**src/rtl/morse_tx_ctrl_if.sv**
```systemverilog
// rtl/morse_tx_ctrl_if.sv - control/status bundle between keys/switches and the Morse transmitter
interface morse_tx_ctrl_if;
    logic [5:0] sel;
    logic       start;
    logic       abort;
    logic       repeat_en;
    logic       led;
    logic       busy;
    logic       done;
    logic       err;

    modport master (
        output sel, start, abort, repeat_en,
        input  led, busy, done, err
    );

    modport slave (
        input  sel, start, abort, repeat_en,
        output led, busy, done, err
    );
endinterface

```
**src/rtl/morse_tx_ctrl.sv**
```systemverilog
// rtl/morse_tx_ctrl.sv - parametrised Morse transmitter for A-Z and 0-9 with repeat/abort control
module morse_tx_ctrl #(
    parameter int CLK_HZ    = 50000000,
    parameter int SYMBOL_HZ = 2,
    parameter int WORD_GAP  = 7
) (
    input  logic            CLOCK_50,
    input  logic            reset,
    morse_tx_ctrl_if.slave  bus
);
    localparam int DIV = CLK_HZ / SYMBOL_HZ;
    localparam int DW  = $clog2(DIV);
    localparam logic [DW-1:0] DIV_LAST = DW'(DIV - 1);
    localparam logic [3:0]    GAP_LAST = 4'(WORD_GAP - 1);

    typedef enum logic [1:0] {S_IDLE, S_SEND, S_GAP} state_t;

    // Element table: count of elements plus dash mask (first element in bit 4),
    // expanded into a left-aligned on/off pattern and its length in units.
    function automatic logic [23:0] rom(input logic [5:0] code);
        logic [2:0]  n;
        logic [4:0]  m;
        logic [18:0] acc;
        logic [4:0]  len;
        case (code)
            6'd0:  {n, m} = {3'd2, 5'b01000};
            6'd1:  {n, m} = {3'd4, 5'b10000};
            6'd2:  {n, m} = {3'd4, 5'b10100};
            6'd3:  {n, m} = {3'd3, 5'b10000};
            6'd4:  {n, m} = {3'd1, 5'b00000};
            6'd5:  {n, m} = {3'd4, 5'b00100};
            6'd6:  {n, m} = {3'd3, 5'b11000};
            6'd7:  {n, m} = {3'd4, 5'b00000};
            6'd8:  {n, m} = {3'd2, 5'b00000};
            6'd9:  {n, m} = {3'd4, 5'b01110};
            6'd10: {n, m} = {3'd3, 5'b10100};
            6'd11: {n, m} = {3'd4, 5'b01000};
            6'd12: {n, m} = {3'd2, 5'b11000};
            6'd13: {n, m} = {3'd2, 5'b10000};
            6'd14: {n, m} = {3'd3, 5'b11100};
            6'd15: {n, m} = {3'd4, 5'b01100};
            6'd16: {n, m} = {3'd4, 5'b11010};
            6'd17: {n, m} = {3'd3, 5'b01000};
            6'd18: {n, m} = {3'd3, 5'b00000};
            6'd19: {n, m} = {3'd1, 5'b10000};
            6'd20: {n, m} = {3'd3, 5'b00100};
            6'd21: {n, m} = {3'd4, 5'b00010};
            6'd22: {n, m} = {3'd3, 5'b01100};
            6'd23: {n, m} = {3'd4, 5'b10010};
            6'd24: {n, m} = {3'd4, 5'b10110};
            6'd25: {n, m} = {3'd4, 5'b11000};
            6'd26: {n, m} = {3'd5, 5'b11111};
            6'd27: {n, m} = {3'd5, 5'b01111};
            6'd28: {n, m} = {3'd5, 5'b00111};
            6'd29: {n, m} = {3'd5, 5'b00011};
            6'd30: {n, m} = {3'd5, 5'b00001};
            6'd31: {n, m} = {3'd5, 5'b00000};
            6'd32: {n, m} = {3'd5, 5'b10000};
            6'd33: {n, m} = {3'd5, 5'b11000};
            6'd34: {n, m} = {3'd5, 5'b11100};
            6'd35: {n, m} = {3'd5, 5'b11110};
            default: {n, m} = 8'd0;
        endcase
        acc = '0;
        len = '0;
        for (int i = 0; i < 5; i++) begin
            if (i < int'(n)) begin
                if (i > 0) begin
                    acc = {acc[17:0], 1'b0};
                    len = len + 5'd1;
                end
                if (m[4-i]) begin
                    acc = {acc[15:0], 3'b111};
                    len = len + 5'd3;
                end else begin
                    acc = {acc[17:0], 1'b1};
                    len = len + 5'd1;
                end
            end
        end
        acc = acc << (5'd19 - len);
        return {acc, len};
    endfunction

    state_t        state_q, state_d;
    logic [DW-1:0] div_q, div_d;
    logic [3:0]    gap_q, gap_d;
    logic [18:0]   pat_q, pat_d;
    logic [4:0]    rem_q, rem_d;
    logic [18:0]   lat_pat_q, lat_pat_d;
    logic [4:0]    lat_len_q, lat_len_d;
    logic          led_q, led_d;
    logic          busy_q, busy_d;
    logic          done_q, done_d;
    logic          err_q, err_d;
    logic          tick;
    logic [23:0]   rom_v;

    always_comb begin
        state_d   = state_q;
        gap_d     = gap_q;
        pat_d     = pat_q;
        rem_d     = rem_q;
        lat_pat_d = lat_pat_q;
        lat_len_d = lat_len_q;
        done_d    = 1'b0;
        err_d     = 1'b0;
        rom_v     = rom(bus.sel);
        tick      = (div_q == DIV_LAST);
        div_d     = tick ? '0 : div_q + 1'b1;

        case (state_q)
            S_IDLE: begin
                div_d = '0;
                if (bus.start) begin
                    if (bus.sel < 6'd36) begin
                        lat_pat_d = rom_v[23:5];
                        lat_len_d = rom_v[4:0];
                        pat_d     = rom_v[23:5];
                        rem_d     = rom_v[4:0];
                        state_d   = S_SEND;
                    end else begin
                        err_d = 1'b1;
                    end
                end
            end
            S_SEND: begin
                if (tick) begin
                    if (rem_q == 5'd1) begin
                        if (bus.repeat_en) begin
                            gap_d   = '0;
                            state_d = S_GAP;
                        end else begin
                            done_d  = 1'b1;
                            state_d = S_IDLE;
                        end
                    end else begin
                        pat_d = {pat_q[17:0], 1'b0};
                        rem_d = rem_q - 5'd1;
                    end
                end
            end
            S_GAP: begin
                if (tick) begin
                    if (gap_q == GAP_LAST) begin
                        if (bus.repeat_en) begin
                            pat_d   = lat_pat_q;
                            rem_d   = lat_len_q;
                            state_d = S_SEND;
                        end else begin
                            done_d  = 1'b1;
                            state_d = S_IDLE;
                        end
                    end else begin
                        gap_d = gap_q + 4'd1;
                    end
                end
            end
            default: state_d = S_IDLE;
        endcase

        // abort beats any start or completion decided above
        if (bus.abort) begin
            state_d = S_IDLE;
            div_d   = '0;
            done_d  = 1'b0;
            err_d   = 1'b0;
        end

        led_d  = (state_d == S_SEND) && pat_d[18];
        busy_d = (state_d != S_IDLE);
    end

    always_ff @(posedge CLOCK_50) begin
        if (reset) begin
            state_q   <= S_IDLE;
            div_q     <= '0;
            gap_q     <= '0;
            pat_q     <= '0;
            rem_q     <= '0;
            lat_pat_q <= '0;
            lat_len_q <= '0;
            led_q     <= 1'b0;
            busy_q    <= 1'b0;
            done_q    <= 1'b0;
            err_q     <= 1'b0;
        end else begin
            state_q   <= state_d;
            div_q     <= div_d;
            gap_q     <= gap_d;
            pat_q     <= pat_d;
            rem_q     <= rem_d;
            lat_pat_q <= lat_pat_d;
            lat_len_q <= lat_len_d;
            led_q     <= led_d;
            busy_q    <= busy_d;
            done_q    <= done_d;
            err_q     <= err_d;
        end
    end

    assign bus.led  = led_q;
    assign bus.busy = busy_q;
    assign bus.done = done_q;
    assign bus.err  = err_q;
endmodule

```
**src/flat_wrapper.sv**
```systemverilog
// flat-port wrapper written by rule: the top's interface ports become plain ports
module morse_tx_ctrl_flat 
#(
    parameter int CLK_HZ    = 50000000,
    parameter int SYMBOL_HZ = 2,
    parameter int WORD_GAP  = 7
)
  (CLOCK_50, reset, bus_sel, bus_start, bus_abort, bus_repeat_en, bus_led, bus_busy, bus_done, bus_err);
  morse_tx_ctrl_if bus_i ();
  input  logic CLOCK_50;
  input  logic reset;
  input wire logic [$bits(bus_i.sel)-1:0] bus_sel;
  input wire logic [$bits(bus_i.start)-1:0] bus_start;
  input wire logic [$bits(bus_i.abort)-1:0] bus_abort;
  input wire logic [$bits(bus_i.repeat_en)-1:0] bus_repeat_en;
  output wire logic [$bits(bus_i.led)-1:0] bus_led;
  output wire logic [$bits(bus_i.busy)-1:0] bus_busy;
  output wire logic [$bits(bus_i.done)-1:0] bus_done;
  output wire logic [$bits(bus_i.err)-1:0] bus_err;
  assign bus_i.sel = bus_sel;
  assign bus_i.start = bus_start;
  assign bus_i.abort = bus_abort;
  assign bus_i.repeat_en = bus_repeat_en;
  assign bus_led = bus_i.led;
  assign bus_busy = bus_i.busy;
  assign bus_done = bus_i.done;
  assign bus_err = bus_i.err;
  morse_tx_ctrl #(.CLK_HZ(CLK_HZ), .SYMBOL_HZ(SYMBOL_HZ), .WORD_GAP(WORD_GAP)) u_core (.CLOCK_50(CLOCK_50), .reset(reset), .bus(bus_i));
endmodule
```
**config.mk**
```make
export PLATFORM = sky130hd
export DESIGN_NAME = morse_tx_ctrl_flat
export DESIGN_NICKNAME = d
export VERILOG_FILES = /design/src/rtl/morse_tx_ctrl_if.sv /design/src/rtl/morse_tx_ctrl.sv /design/src/flat_wrapper.sv
export SDC_FILE = /design/constraint.sdc
export NUM_CORES = 1
export LEC_CHECK = 0
export CORE_MARGIN = 8
export CORE_UTILIZATION = 44
export DETAILED_ROUTE_END_ITERATION = 7
export PLACE_DENSITY = 0.6
export SLEW_MARGIN = 20
export SYNTH_ARGS = -nofsm -noshare
export SYNTH_HDL_FRONTEND = slang
export SYNTH_SLANG_ARGS = --single-unit
```
**constraint.sdc**
```tcl
create_clock -name CLOCK_50 -period 14.9 [get_ports CLOCK_50]
set_input_delay 4.47 -clock CLOCK_50 [delete_from_list [all_inputs] [get_ports CLOCK_50]]
set_output_delay 4.47 -clock CLOCK_50 [all_outputs]
set_load 0.01 [all_outputs]
```
Yosys cells after proc, flatten, opt, wreduce, memory -nomap -nowiden
Memories as Yosys holds them, arrays and structs flattened.
Cells that the tools add are included.
- add/sub/neg operators: 16
- order comparisons: 6
- eq/ne operators: 16
- shift operators: 1
- multiplexer cells: 63
- bitwise logic cells: 2
- reduce and logical (&&, ||, !) cells: 11
- operators by type and width (operator ; number):
    $mux 19 ; 16
    $mux 5 ; 20
    $pmux 19 s3 ; 1
    $add 5x1->5 const B ; 8
    $add 25x1->25 const B ; 1
    $eq 25x25->1 const B ; 1
    $add 5x2->5 const B ; 4
    $mux 4 ; 5
    $shl 19x5->19 ; 1
    $mux 2 ; 9
    $pmux 5 s3 ; 1
    $ne 2x1->1 const B ; 5
    $ne 2x2->1 const B ; 5
    $pmux 4 s2 ; 1
    $reduce_and 8->1 ; 1
    $reduce_or 4->1 ; 2
    $mux 1 ; 7
    $lt 1x3->1 const A ; 2
    $lt 2x3->1 const A ; 2
    $lt 6x6->1 const B ; 1
    $pmux 2 s3 ; 1
    $reduce_and 6->1 ; 1
    $eq 5x1->1 const B ; 1
    $sub 5x1->5 const B ; 1
    other kinds (15) ; 18
- bits in registers: 83
- memory bits (read-only): 512
- input bits: 11
- output and inout bits: 4
- memories kept: 1
- memories (memory ; words ; bits a word ; rd ports ; clocked after Yosys merged registers in ; wr ports ; line ; RTL):
    (no name shown) ; 64 ; 8 ; 1 ; 0 ; 0 ; morse_tx_ctrl.sv:25 ; case (code)

Logic depth before layout (Yosys ltp)
Gate-level depths: netlist of run 1.
An unclocked memory read counts as a cell.
- word-level depth: 29
- depth in mapped cells: 34

Worst setup path after synthesis of run 1
No wires, ideal clock.
- path kind: input port to flip-flop
- from: in bus_sel[0]
- to: reg u_core.pat_q[17]
- library setup time: 0.130 ns
- arrival: 11.169 ns
- required time: 14.770 ns
- slack: 3.601 ns
- stages on the path: 32
- path buffers: 3
- path through: inv_1 > ha_1 > mux2_2 > o211a_1 > o21ba_1 > buf_4 > a21oi_1 > ha_1 > buf_1 > inv_1 > o2bb2ai_1 > ha_1 > ha_1 > a22oi_1 > nand2_1 > ha_1 > ha_1 > nor2_1 > a21oi_1 > ha_1 > ha_1 > a31oi_1 > or4_1 > a31oi_1 > xnor2_1 > inv_1 > ha_1 > inv_1 > clkbuf_1 > o2bb2ai_2 > nor3b_1 > o41ai_2
- word-level cells in the longest chain between the ends: 28
- elaborated cells between the ends (all ways): 50
- classes of those cells: add/sub (13); order compare (6); eq/ne (1); shift (1); mux (27); reduce/logical (1); memory (1)
- RTL lines (item ; line ; RTL):
    from (decl) ; flat_wrapper.sv:12 ; input wire logic [$bits(bus_i.sel)-1:0] bus_sel;
    $mem_v2 64x8 ; - ;
    $lt 1x3->1 / $mux 2 (equally long branches) ; morse_tx_ctrl.sv:67, morse_tx_ctrl.sv:72 ;
    $mux 5 ; morse_tx_ctrl.sv:67 ; if (i < int'(n)) begin
    $add 5x1->5 ; morse_tx_ctrl.sv:70 ; len = len + 5'd1;
    $mux 5 ; morse_tx_ctrl.sv:67 ;
    $add 5x1->5 / $add 5x2->5 (equally long branches) ; morse_tx_ctrl.sv:77, morse_tx_ctrl.sv:74 ;
    $mux 5 ; morse_tx_ctrl.sv:72 ; if (m[4-i]) begin
    $mux 5 ; morse_tx_ctrl.sv:67 ;
    [... 12 more ...] ; - ;
    $add 5x1->5 / $add 5x2->5 (equally long branches) ; morse_tx_ctrl.sv:77, morse_tx_ctrl.sv:74 ;
    $mux 5 ; morse_tx_ctrl.sv:72 ;
    $mux 5 ; morse_tx_ctrl.sv:67 ;
    $sub 5x5->5 ; morse_tx_ctrl.sv:81 ; acc = acc << (5'd19 - len);
    $shl 19x5->19 ; morse_tx_ctrl.sv:81 ;
    $mux 19 ; morse_tx_ctrl.sv:116 ; if (bus.sel < 6'd36) begin
    $mux 19 ; morse_tx_ctrl.sv:115 ; if (bus.start) begin
    $pmux 19 s3 ; morse_tx_ctrl.sv:112 ; case (state_q)
    to (signal assigned) ; morse_tx_ctrl.sv:191 ; pat_q <= pat_d;
    to (decl) ; morse_tx_ctrl.sv:88 ; logic [18:0] pat_q, pat_d;
Several ways; a longest one is shown, not always the timed one. The select of a mux whose other input is x is not followed.
A chain may end at the register's enable or synchronous reset.

Final worst setup path of run 1
- from: in bus_sel[0]
- to: reg u_core.pat_q[16]
Same word-level chain as after synthesis.

==> summary.md, run 1 <==
| Metric | Value |
|---|---|
| Status | complete, no violations |
| CTS buffer count | 9 |
| Max layer used | met4 |
| Register area share after synthesis | 0.246 |
| Area leader, netlist | dfxtp_1 |
| DRT Pass-1 Iters | 5 |
| Overall power | 0.000850 W |
| IO Port Bufs | 14 |
| Sw Share | 0.402 |
| DRC Markers | 0 |
| Cells after Synth | 895 |
| Gpl congestion | a little over 0.9 |
| Yosys cell types | 100 |
| Core area | ~15000 sq um |
| Highest net fanout along the worst path | 24 |
| Met2 wire length | approximately 8600 microns |
| Worst VDD drop | 0.0648 mV |
| Cell internal pwr | about 0.00051 W |
| Clock slew seen by the registers of the worst setup and hold paths | 0.06 ns |
| I/O Pins | 15 |
| Leak | 2.48 nW |
| Buf/Inv on CP | 4 |
| Total GRT Usage | 0.186 |
| Most used flip-flop cell after synthesis | dfxtp_1 |
| Wire per inst | roughly 17 microns |
| Class of the worst hold path | reg -> reg |
| Max Freq | 76.6 MHz |
| Net switching power | 0.000342 W |
| Detailed-route wire length | 18200 microns |
| Post-DP HPWL | 13200 microns |
| Hold Buf Count CTS | 0 |
| Post-synth EDFFs | 0 |
| Clock Tree Buf Depth | 2 |
| Setup Skew | between 0.008 and 0.009 ns |
| Nets | 909 |
| Effective utilization at floorplan | 0.448 |
| Worst setup SP type | input pin |
| Worst-Skew Late Latency | 0.35 ns |
| Crit path depth | 31 |
| Combinational power share | 0.446 |
| Worst hold start | u_core.lat_pat_q[1] |
| Slew @ Worst Pin | 1.08 ns |
| Origin of the critical flop-to-flop path | u_core.div_q[0] |
| Antenna diode count | 0 |
| Slowest-stage cell, CP | xnor2_2 |
| Overflow after GRT | 0 |
| R2R setup slack | around 12 ns |
| FP Rows | 45 |
| Worst Path Required | 15.14 ns |
| Top post-synthesis cells by area | dfxtp_1 25%, a21oi_1 6.0%, nor2_1 5.6%, nand2_1 4.7%, ha_1 4.4% |
| Post-synth top area share | 0.246 |
| Clk pwr share | 0.269 |
| Post-route ant nets | 0 |
| R2R depth | 9 |
| Worst setup path end | u_core.pat_q[16] |
| Hold_ws | 0.456 ns |
| Setup crit start | bus_sel[0] |
| Pwr dens | between 100 and 150 nW/um^2 |
| Count of final hold-check violations | 0 |
| Vias in the first global route | approximately 6000 |
| DRT iter0 DRCs | 443 |
| Count of final max-slew check failures | 0 |
| CP peak stage delay | 0.83 ns |
| Layout fillers | 1519 |
| Yosys reg bits | 83 |
| Rel. slew slack | 0.279 |
| Mapped Area | slightly below 7000 sq um |
| Final setup viols | 0 |
| Antenna violations before repair | 0 |
| Pin count of the biggest net entering global routing | 40 |
| Post-CTS Setup Bufs | 0 |
| Die Area | 19600 sq um |
| Wire length on met3 | 754 microns |
| Routed vias | between 6000 and 7000 |
| RSZ-0062 raised after global routing | false |
| Post-synth top cells | 100 x nor2_1, 84 x nand2_1, 83 x dfxtp_1 |
| Area growth syn-to-layout | 7.65% |
| Wl on met1 | around 8600 microns |
| Clock Sinks | 83 |
| CP top delay family | adder cells |
| # resized after CTS | 0 |
| Fin util | 0.482 |
| H-tree depth | 3 |
| Crit path capture type | register |
| Die Wd | 140 microns |
| Syn nets | 930 |
| Total of max-cap violations | 0 |
| Syn avg cell area | 7.55 sq um |
| Setup CP Type | in -> reg |
| First-pass GRT wire length | 30600 microns |
| CP Data Arrival Time | ~13 ns |
| Die H | 140 microns |
| CTS root buf | clkbuf_16 |
| Tcrit/Tclk final | 0.876 |
| Top-count cell post-synth | nor2_1 |
| Share of layout cells above drive strength 1 | 0.0933 |
| Most frequent CP cell | ha_1 |
| Via density | 6.05 |
| CTS tree | done |
| R2r endpoint | u_core.pat_q[17] |
| Asr flop ratio synth | 0 |
| Synth warn | 0 |
| Sequential share of power | 0.285 |
| Post-route setup TNS | 0 ns |
| Minimum clock period | 13.05 ns |
final cells by class:
type | instances | area, sq um | share of cell area
multi-input combinational | 722 | 4720 | 0.649
sequential | 83 | 1660 | 0.228
clock buffer | 10 | 229 | 0.0315
inverter | 32 | 121 | 0.0167
tap | 188 | 235 | 0.0323
clock inverter | 6 | 73.8 | 0.0101
timing repair buffer | 26 | 230 | 0.0316
worst min-delay path, stage by stage, from the launching register on:
cell and delay (ns):
dfxtp_1 0.31, nand2_1 0.05, a21oi_1 0.05
cells in the final DEF, fill, tap and decap left out, types with 7 or more instances in the layout:
cell type        count
o211ai_1            19
a21oi_1             80
o2111ai_1            7
or3_1               10
ha_1                24
nand2_1             84
dfxtp_1             83
o21ai_1             12
nor2_1              98
buf_4               12
mux2i_1             16
nand4_1              9
nor2b_1             11
clkbuf_16            9
and3_1              15
clkdlybuf4s50_1     14
nand3b_1             8
nor3_1              21
nand2b_1            10
a31oi_1             11
and2_1               8
xnor2_1             17
a211oi_1             8
a22oi_1             21
o31ai_1              7
inv_1               29
o21ai_0             47
xor2_1              16
nand3_1             46
metrics by stage:
stage | cells | area [sq um] | setup slack, ns
2_1_floorplan | 895 | 6760 | 3.60
3_3_place_gp | 1051 | 6970 | 1.81
3_5_place_dp | 1051 | 6970 | 1.55
4_1_cts | 1067 | 7270 | 1.91
5_1_grt | 1067 | 7270 | 1.20
6_report | 1067 | 7270 | 1.85
worst min-delay path by stage:
stage                                to  slack (ns)  cells after the start
global route        u_core.lat_pat_q[8]        0.48                      2
finish              u_core.lat_pat_q[1]        0.46                      2
detailed placement  u_core.lat_pat_q[0]        0.45                      2
global placement    u_core.lat_pat_q[0]        0.44                      2
CTS                 u_core.lat_pat_q[0]        0.46                      2
floorplan               u_core.pat_q[1]        0.43                      2
sequential cells by signal (all words and copies together), names as in the netlist:
signal	flops
u_core.div_q	25
u_core.lat_pat_q	19
u_core.pat_q	19
u_core.lat_len_q	5
u_core.rem_q	5
u_core.gap_q	4
u_core.state_q	2
u_core.bus.busy	1
u_core.bus.done	1
u_core.bus.err	1
u_core.bus.led	1
per-layer routing:
layer | vias up | track usage
li1 | 3248 | -
met4 | 0 | 0.0577
met3 | 19 | 0.0221
met5 | - | 0
met2 | 168 | 0.311
met1 | 3022 | 0.244
cells by family after synthesis:
family | count (synthesis) | synth area share
buffers and inverters | 90 | 0.0572
AO/OA/AOI/OAI | 275 | 0.276
flip-flops | 83 | 0.246
AND/OR/NAND/NOR | 356 | 0.266
XOR/XNOR | 36 | 0.0509
adder cells (fa/ha/maj) | 26 | 0.0476
multiplexers | 29 | 0.0559
power by group through the flow:
stage               registers (W)  logic [W]  clock network [W]
global route             0.000244   0.000416           0.000244
detailed placement       0.000247   0.000374                  0
global placement         0.000247   0.000374                  0
CTS                      0.000242   0.000376           0.000234
finish                   0.000243   0.000379           0.000229
floorplan                0.000245   0.000303                  0
(Power assumes the default switching activity.)
==> run 2, diff against run 1 <==
--- a/config.mk
+++ b/config.mk
@@ -8,6 +8,7 @@
 export CORE_MARGIN = 8
 export CORE_UTILIZATION = 44
 export DETAILED_ROUTE_END_ITERATION = 7
+export GPL_TIMING_DRIVEN = 0
 export PLACE_DENSITY = 0.6
 export SLEW_MARGIN = 20
 export SYNTH_ARGS = -nofsm -noshare
==> run 2 against run 1 <==
Effect of this change: clock-buffer cell count unchanged; die area unchanged; sequential power about the same; clock power decreased by 8.7%; combinational power increased by 6.6%; flip-flop and latch count unchanged; first-iteration DRC count increased by 46%; setup slack worse by 0.32 ns; final cell count increased by 4.2%; register-to-register slack got worse by 0.36 ns; via count increased by 4.0%; fmax shrank 2.4%; critical path type unchanged; critical endpoint is now u_core.pat_q[10].
==> summary.md, run 2 (synthesized netlist as in run 1, its figures left out) <==
| Metric | Value |
|---|---|
| Status | complete, no violations |
| Post-route setup TNS | 0 ns (unchanged) |
| Routed vias | 6716 (+4.0%) |
| I/O Pins | 15 (unchanged) |
| Layout fillers | 1561 (+2.8%) |
| Gpl congestion | 0.877 (-5.7%) |
| Via density | 6.04 (-0.20%) |
| Hold_ws | 0.456 ns (+0.0000170 ns) |
| Antenna violations before repair | 0 (unchanged) |
| Worst Path Required | 15.17 ns (+0.03 ns) |
| Die Wd | 140 microns (unchanged) |
| Count of final max-slew check failures | 0 (unchanged) |
| Most frequent CP cell | ha_1 |
| Worst VDD drop | 0.0540 mV (-17%) |
| Cell internal pwr | 0.000499 W (-1.8%) |
| Worst Hold Path Cells | 2 (unchanged) |
| Commonest non-fill, non-tap cell in the layout | nor2_1 |
| CTS tree | done |
| Die H | 140 microns (unchanged) |
| Origin of the critical flop-to-flop path | u_core.div_q[0] |
| Worst-Skew Late Latency | 0.34 ns (about the same) |
| Leak | 2.54 nW (+2.3%) |
| Count of final hold-check violations | 0 (unchanged) |
| Class of the worst hold path | reg -> reg |
| Total GRT Usage | 0.200 (+0.0137) |
| Wire per inst | 17.5 microns (+2.8%) |
| CTS root buf | clkbuf_16 |
| Area growth syn-to-layout | 9.52% |
| Clock slew seen by the registers of the worst setup and hold paths | 0.07 ns (about the same) |
| Hold Buf Count CTS | 0 (unchanged) |
| Effective utilization at floorplan | 0.448 (unchanged) |
| Pwr dens | 116 nW/um^2 (-1.0%) |
| Post-route ant nets | 0 (unchanged) |
| Net switching power | 0.000357 W (+4.4%) |
| Nets | 954 (+5.0%) |
| Post-DP HPWL | 14800 microns (+12%) |
| Core area | 15100 sq um (unchanged) |
| FP Rows | 45 (unchanged) |
| Max reg flops | 25 (unchanged) |
| Worst Hold Path EP | u_core.lat_pat_q[0] |
| Setup CP Type | in -> reg |
| Clk pwr share | 0.244 (-0.025) |
| Sw Share | 0.417 (+0.0148) |
| Most frequent cells in the layout | 100 x nor2_1, 84 x nand2_1, 83 x dfxtp_1 |
| Top reg by flops | u_core.div_q |
| Combinational power share | 0.473 (+0.027) |
| R2R setup slack | 11.23 ns (-0.36 ns) |
| R2R depth | 13 (+4) |
| DRC Markers | 0 (unchanged) |
| Vias in the first global route | 6354 (+5.1%) |
| Detailed-route wire length | 19500 microns (+7.2%) |
| H-tree depth | 3 (unchanged) |
| Rel. slew slack | 0.395 (+0.115) |
| Clock Tree Buf Depth | 2 (unchanged) |
| Max Freq | 74.8 MHz (-2.4%) |
| DRT iter0 DRCs | 646 (+46%) |
| RSZ-0062 raised after global routing | false |
| Final setup viols | 0 (unchanged) |
| Slowest-stage cell, CP | clkdlybuf4s50_1 |
| Slew @ Worst Pin | 0.904 ns (-0.172 ns) |
| Crit path capture type | register |
| CP Data Arrival Time | 13.64 ns (+0.35 ns) |
| Setup Skew | 0.00927 ns (+0.000999 ns) |
| Total of max-cap violations | 0 (unchanged) |
| # resized after CTS | 0 (unchanged) |
| R2r endpoint | u_core.pat_q[0] |
| Worst setup SP type | input pin |
| IO Port Bufs | 13 (-1) |
| Share of layout cells above drive strength 1 | 0.0952 (+0.00195) |
| Multi-input gate area | 4710 sq um (-0.29%) |
| DRT Pass-1 Iters | 5 (unchanged) |
| Top Registers | u_core.div_q: 25 flops, u_core.lat_pat_q: 19 flops, u_core.pat_q: 19 flops |
| CTS buffer count | 9 (unchanged) |
| Pin count of the biggest net entering global routing | 16 (-60%) |
| Antenna diode count | 0 (unchanged) |
| Die Area | 19600 sq um (unchanged) |
| Worst hold start | u_core.lat_pat_q[0] |
| Overflow after GRT | 0 (unchanged) |
| Sequential share of power | 0.283 (-0.002) |
| Highest net fanout along the worst path | 12 (-50%) |
| Register Area | 1660 sq um (unchanged) |
| Tcrit/Tclk final | 0.897 (+0.0214) |
| Minimum clock period | 13.37 ns (+0.319 ns) |
| CP peak stage delay | 0.79 ns (-0.04 ns) |
| Post-CTS Setup Bufs | 0 (unchanged) |
| First-pass GRT wire length | 32700 microns (+6.8%) |
| Clock Sinks | 83 (unchanged) |
[run 2: changes by cell type in the layout (fill, tap and decap cells not counted), moves of 2 or more]
| cell | previous run | this run |
|---|---|---|
| buf_2 | 0 | 17 |
| clkbuf_1 | 1 | 35 |
| nor2_2 | 2 | 0 |
| buf_6 | 0 | 2 |
| buf_4 | 12 | 3 |
| nor2_1 | 98 | 100 |
| buf_1 | 0 | 2 |
[run 2: routing by layer]
layer | vias to the layer above | share of wire | GRT usage
met4 | 0 | 0.017 | 0.0554
met3 | 33 | 0.041 | 0.0248
met1 | 3142 | 0.47 | 0.259
li1 | 3338 | - | -
met2 | 203 | 0.48 | 0.340
met5 | - | 0 | 0
[run 2: per-stage QoR]
stage               area [sq um]  power (W)  utilization  instances  worst slack (ns)
floorplan                   6760   0.000549            -        895              3.60
global placement            7120   0.000645        0.472       1096              1.31
detailed placement          7120   0.000645        0.472       1096              1.28
CTS                         7400   0.000853        0.490       1112              1.60
global route                7400   0.000906        0.490       1112             0.939
finish                      7400   0.000856        0.490       1112              1.53
[run 2: cell type report]
| class | count | area share |
|---|---|---|
| inverters | 32 | 0.0164 |
| repair buffers | 13 | 0.0176 |
| multi-input cells | 722 | 0.636 |
| flip-flops and latches | 83 | 0.225 |
| clock buffers | 10 | 0.0309 |
| well taps | 188 | 0.0318 |
| plain buffers | 58 | 0.0358 |
| clock inverters | 6 | 0.00659 |
[run 2: power by group through the flow]
stage               Sequential [W]  Combinational (W)  Clock (W)
floorplan                 0.000245           0.000303          0
global placement          0.000247           0.000398          0
detailed placement        0.000247           0.000397          0
CTS                       0.000242           0.000399   0.000212
global route              0.000244           0.000441   0.000222
finish                    0.000242           0.000404   0.000209
[run 2: worst max path at each step]
stage / start / endpoint / slack [ns]
6_report: bus_sel[0] / u_core.pat_q[10] / 1.53
5_1_grt: bus_sel[0] / u_core.pat_q[8] / 0.94
4_1_cts: bus_sel[0] / u_core.pat_q[10] / 1.60
3_5_place_dp: bus_sel[0] / u_core.pat_q[10] / 1.28
3_3_place_gp: bus_sel[0] / u_core.pat_q[10] / 1.31
2_1_floorplan: bus_sel[0] / u_core.pat_q[17] / 3.60
[run 2: critical path: cells and delay by family]
kind / cells / cell delay, ns
AOI/OAI and AO/OA: 11 / 2.35
xor gates and xnor gates: 1 / 0.19
adders and majority gates: 9 / 3.03
buffers and inverters: 8 / 2.44
muxes: 1 / 0.28
and+or+nand+nor: 4 / 0.85
==> run 3, diff against run 2 <==
--- a/config.mk
+++ b/config.mk
@@ -10,6 +10,7 @@
 export DETAILED_ROUTE_END_ITERATION = 7
 export GPL_TIMING_DRIVEN = 0
 export PLACE_DENSITY = 0.6
+export RECOVER_POWER = 25
 export SLEW_MARGIN = 20
 export SYNTH_ARGS = -nofsm -noshare
 export SYNTH_HDL_FRONTEND = slang
==> run 3 against run 2 <==
Effect of this change: register-to-register slack barely moved; clock skew about the same; flip-flop and latch count did not move; via count fell by 0.45%; fmax is essentially flat; first-iteration DRC count fell by 18%; worst hold slack worse by 0.0026 ns; core utilization hardly changed; non-clock buffer count is the same; clock power about the same; setup slack worse by 0.0076 ns.
==> summary.md, run 3 (synthesized netlist as in run 1, its figures left out) <==
| Metric | Value |
|---|---|
| Status | complete, no violations |
| Total of max-cap violations | 0 (unchanged) |
| CTS buffer count | 9 (unchanged) |
| Highest net fanout along the worst path | 12 (unchanged) |
| Routed vias | 6686 (-0.45%) |
| Vias in the first global route | 6354 (unchanged) |
| Pwr dens | 116 nW/um^2 (+0.15%) |
| Slew @ Worst Pin | 0.913 ns (+0.00859 ns) |
| Share of layout cells above drive strength 1 | 0.0942 (-0.00108) |
| Gpl congestion | 0.877 (unchanged) |
| Slowest-stage cell, CP | clkdlybuf4s50_1 |
| Class of the worst hold path | reg -> reg |
| Clock slew seen by the registers of the worst setup and hold paths | 0.07 ns (about the same) |
| RSZ-0062 raised after global routing | false |
| I/O Pins | 15 (unchanged) |
| Setup crit start | bus_sel[0] |
| Antenna diode count | 0 (unchanged) |
| Post-route ant nets | 0 (unchanged) |
| Origin of the critical flop-to-flop path | u_core.div_q[0] |
| DRC Markers | 0 (unchanged) |
| Fin util | 0.490 (about the same) |
| Top reg by flops | u_core.div_q |
| GR Util met3 | 0.0248 (unchanged) |
| Leak | 2.55 nW (+0.43%) |
| IO Port Bufs | 13 (unchanged) |
| Final Cell Area | 7400 sq um (about the same) |
| Hold Buf Count CTS | 0 (unchanged) |
| Most frequent cells in the layout | 100 x nor2_1, 84 x nand2_1, 83 x dfxtp_1 |
| Minimum clock period | 13.38 ns (+0.00760 ns) |
| CTS root buf | clkbuf_16 |
| Setup Skew | 0.00906 ns (-0.000208 ns) |
| Wire per inst | 17.6 microns (+0.34%) |
| Commonest non-fill, non-tap cell in the layout | nor2_1 |
| Die Area | 19600 sq um (unchanged) |
| Die Wd | 140 microns (unchanged) |
| First-pass GRT wire length | 32700 microns (unchanged) |
| Max reg flops | 25 (unchanged) |
| Detailed-route wire length | 19500 microns (+0.34%) |
| Crit path capture type | register |
| Clock Tree Buf Depth | 2 (unchanged) |
| Met1 GRT Util | 0.259 (unchanged) |
| Max Freq | 74.8 MHz (about the same) |
| Pin count of the biggest net entering global routing | 16 (unchanged) |
| Placed cell area | 7120 sq um (unchanged) |
| Post-route setup TNS | 0 ns (unchanged) |
| Count of final max-slew check failures | 0 (unchanged) |
| CTS tree | done |
| Worst hold start | u_core.lat_pat_q[0] |
| Worst Path Required | 15.18 ns (about the same) |
| Area growth syn-to-layout | 9.50% (about the same) |
| Total GRT Usage | 0.200 (unchanged) |
| CP peak stage delay | 0.78 ns (about the same) |
| Core area | 15100 sq um (unchanged) |
| DRT iter0 DRCs | 527 (-18%) |
| # resized after CTS | 0 (unchanged) |
| Rel. slew slack | 0.390 (-0.00433) |
| Post-DP HPWL | 14800 microns (unchanged) |
| Setup CP Type | in -> reg |
| Worst-Skew Late Latency | 0.35 ns (about the same) |
| Worst VDD drop | 0.0543 mV (+0.63%) |
| Final setup viols | 0 (unchanged) |
| FP Rows | 45 (unchanged) |
| Overflow after GRT | 0 (unchanged) |
| Nets | 954 (unchanged) |
| Via density | 6.01 (-0.45%) |
| H-tree depth | 3 (unchanged) |
| Post-CTS Setup Bufs | 0 (unchanged) |
| Die H | 140 microns (unchanged) |
| DRT Pass-1 Iters | 5 (unchanged) |
| Most frequent CP cell | ha_1 |
| Tcrit/Tclk final | 0.898 (about the same) |
| Top Registers | u_core.div_q: 25 flops, u_core.lat_pat_q: 19 flops, u_core.pat_q: 19 flops |
| CP Data Arrival Time | 13.66 ns (+0.02 ns) |
| Global route hottest layer | met2 |
| Effective utilization at floorplan | 0.448 (unchanged) |
| Worst setup SP type | input pin |
| Count of final hold-check violations | 0 (unchanged) |
| Clock Sinks | 83 (unchanged) |
| Antenna violations before repair | 0 (unchanged) |
| Overall power | 0.000857 W (+0.14%) |
| GRT met2 Usage | 0.340 (unchanged) |
run 3: cell count changes in the layout (fill, tap and decap cells not counted), sizes merged:
cell and change:
clkdlybuf4s50 -5, clkbuf +1, buf -1, dlygate4sd3 +5
run 3: report_power, final:
part	internal (W)	total, W	switching, W
sequential	0.000235	0.000242	0.00000731
clock	0.000114	0.000209	0.0000951
combinational	0.000149	0.000405	0.000256
total	0.000499	0.000857	0.000358
run 3: metrics by stage:
stage	hold WS, ns	instances	worst slack, ns
floorplan	0.426	895	3.60
global placement	0.438	1096	1.31
detailed placement	0.444	1096	1.28
CTS	0.454	1112	1.60
global route	0.471	1112	0.938
finish	0.453	1112	1.52
run 3: worst max-delay path, delay by kind of cell:
family                   cells  cell delay (ns)
XOR/XNOR                     1             0.19
AND/OR/NAND/NOR              4             0.87
multiplexers                 1             0.28
buffers and inverters        8             2.44
adder cells (fa/ha/maj)      9             3.04
AO/OA/AOI/OAI               11             2.35
run 3: worst paths after layout:
check | endpoint | slack (ns) | cells past startpoint
hold reg to reg | u_core.lat_pat_q[0] | 0.45 | 2
setup reg to reg | u_core.pat_q[0] | 11.23 | 13
setup / recovery | u_core.pat_q[8] | 1.52 | 34
hold / removal | u_core.lat_pat_q[0] | 0.45 | 2
run 3: metal layers:
layer,vias up,share of wire,wire length (microns)
met3,29,0.041,805
met1,3127,0.46,9080
met2,192,0.48,9340
li1,3338,-,-
met4,0,0.016,303
met5,-,0,0
run 3: area by class of cell:
type	instances	area, sq um
fillers	1562	7690
multi-input cells	722	4710
flip-flops and latches	83	1660
plain buffers	58	264
well taps	188	235
clock buffers	10	229
repair buffers	13	130
inverters	32	121
clock inverters	6	48.8
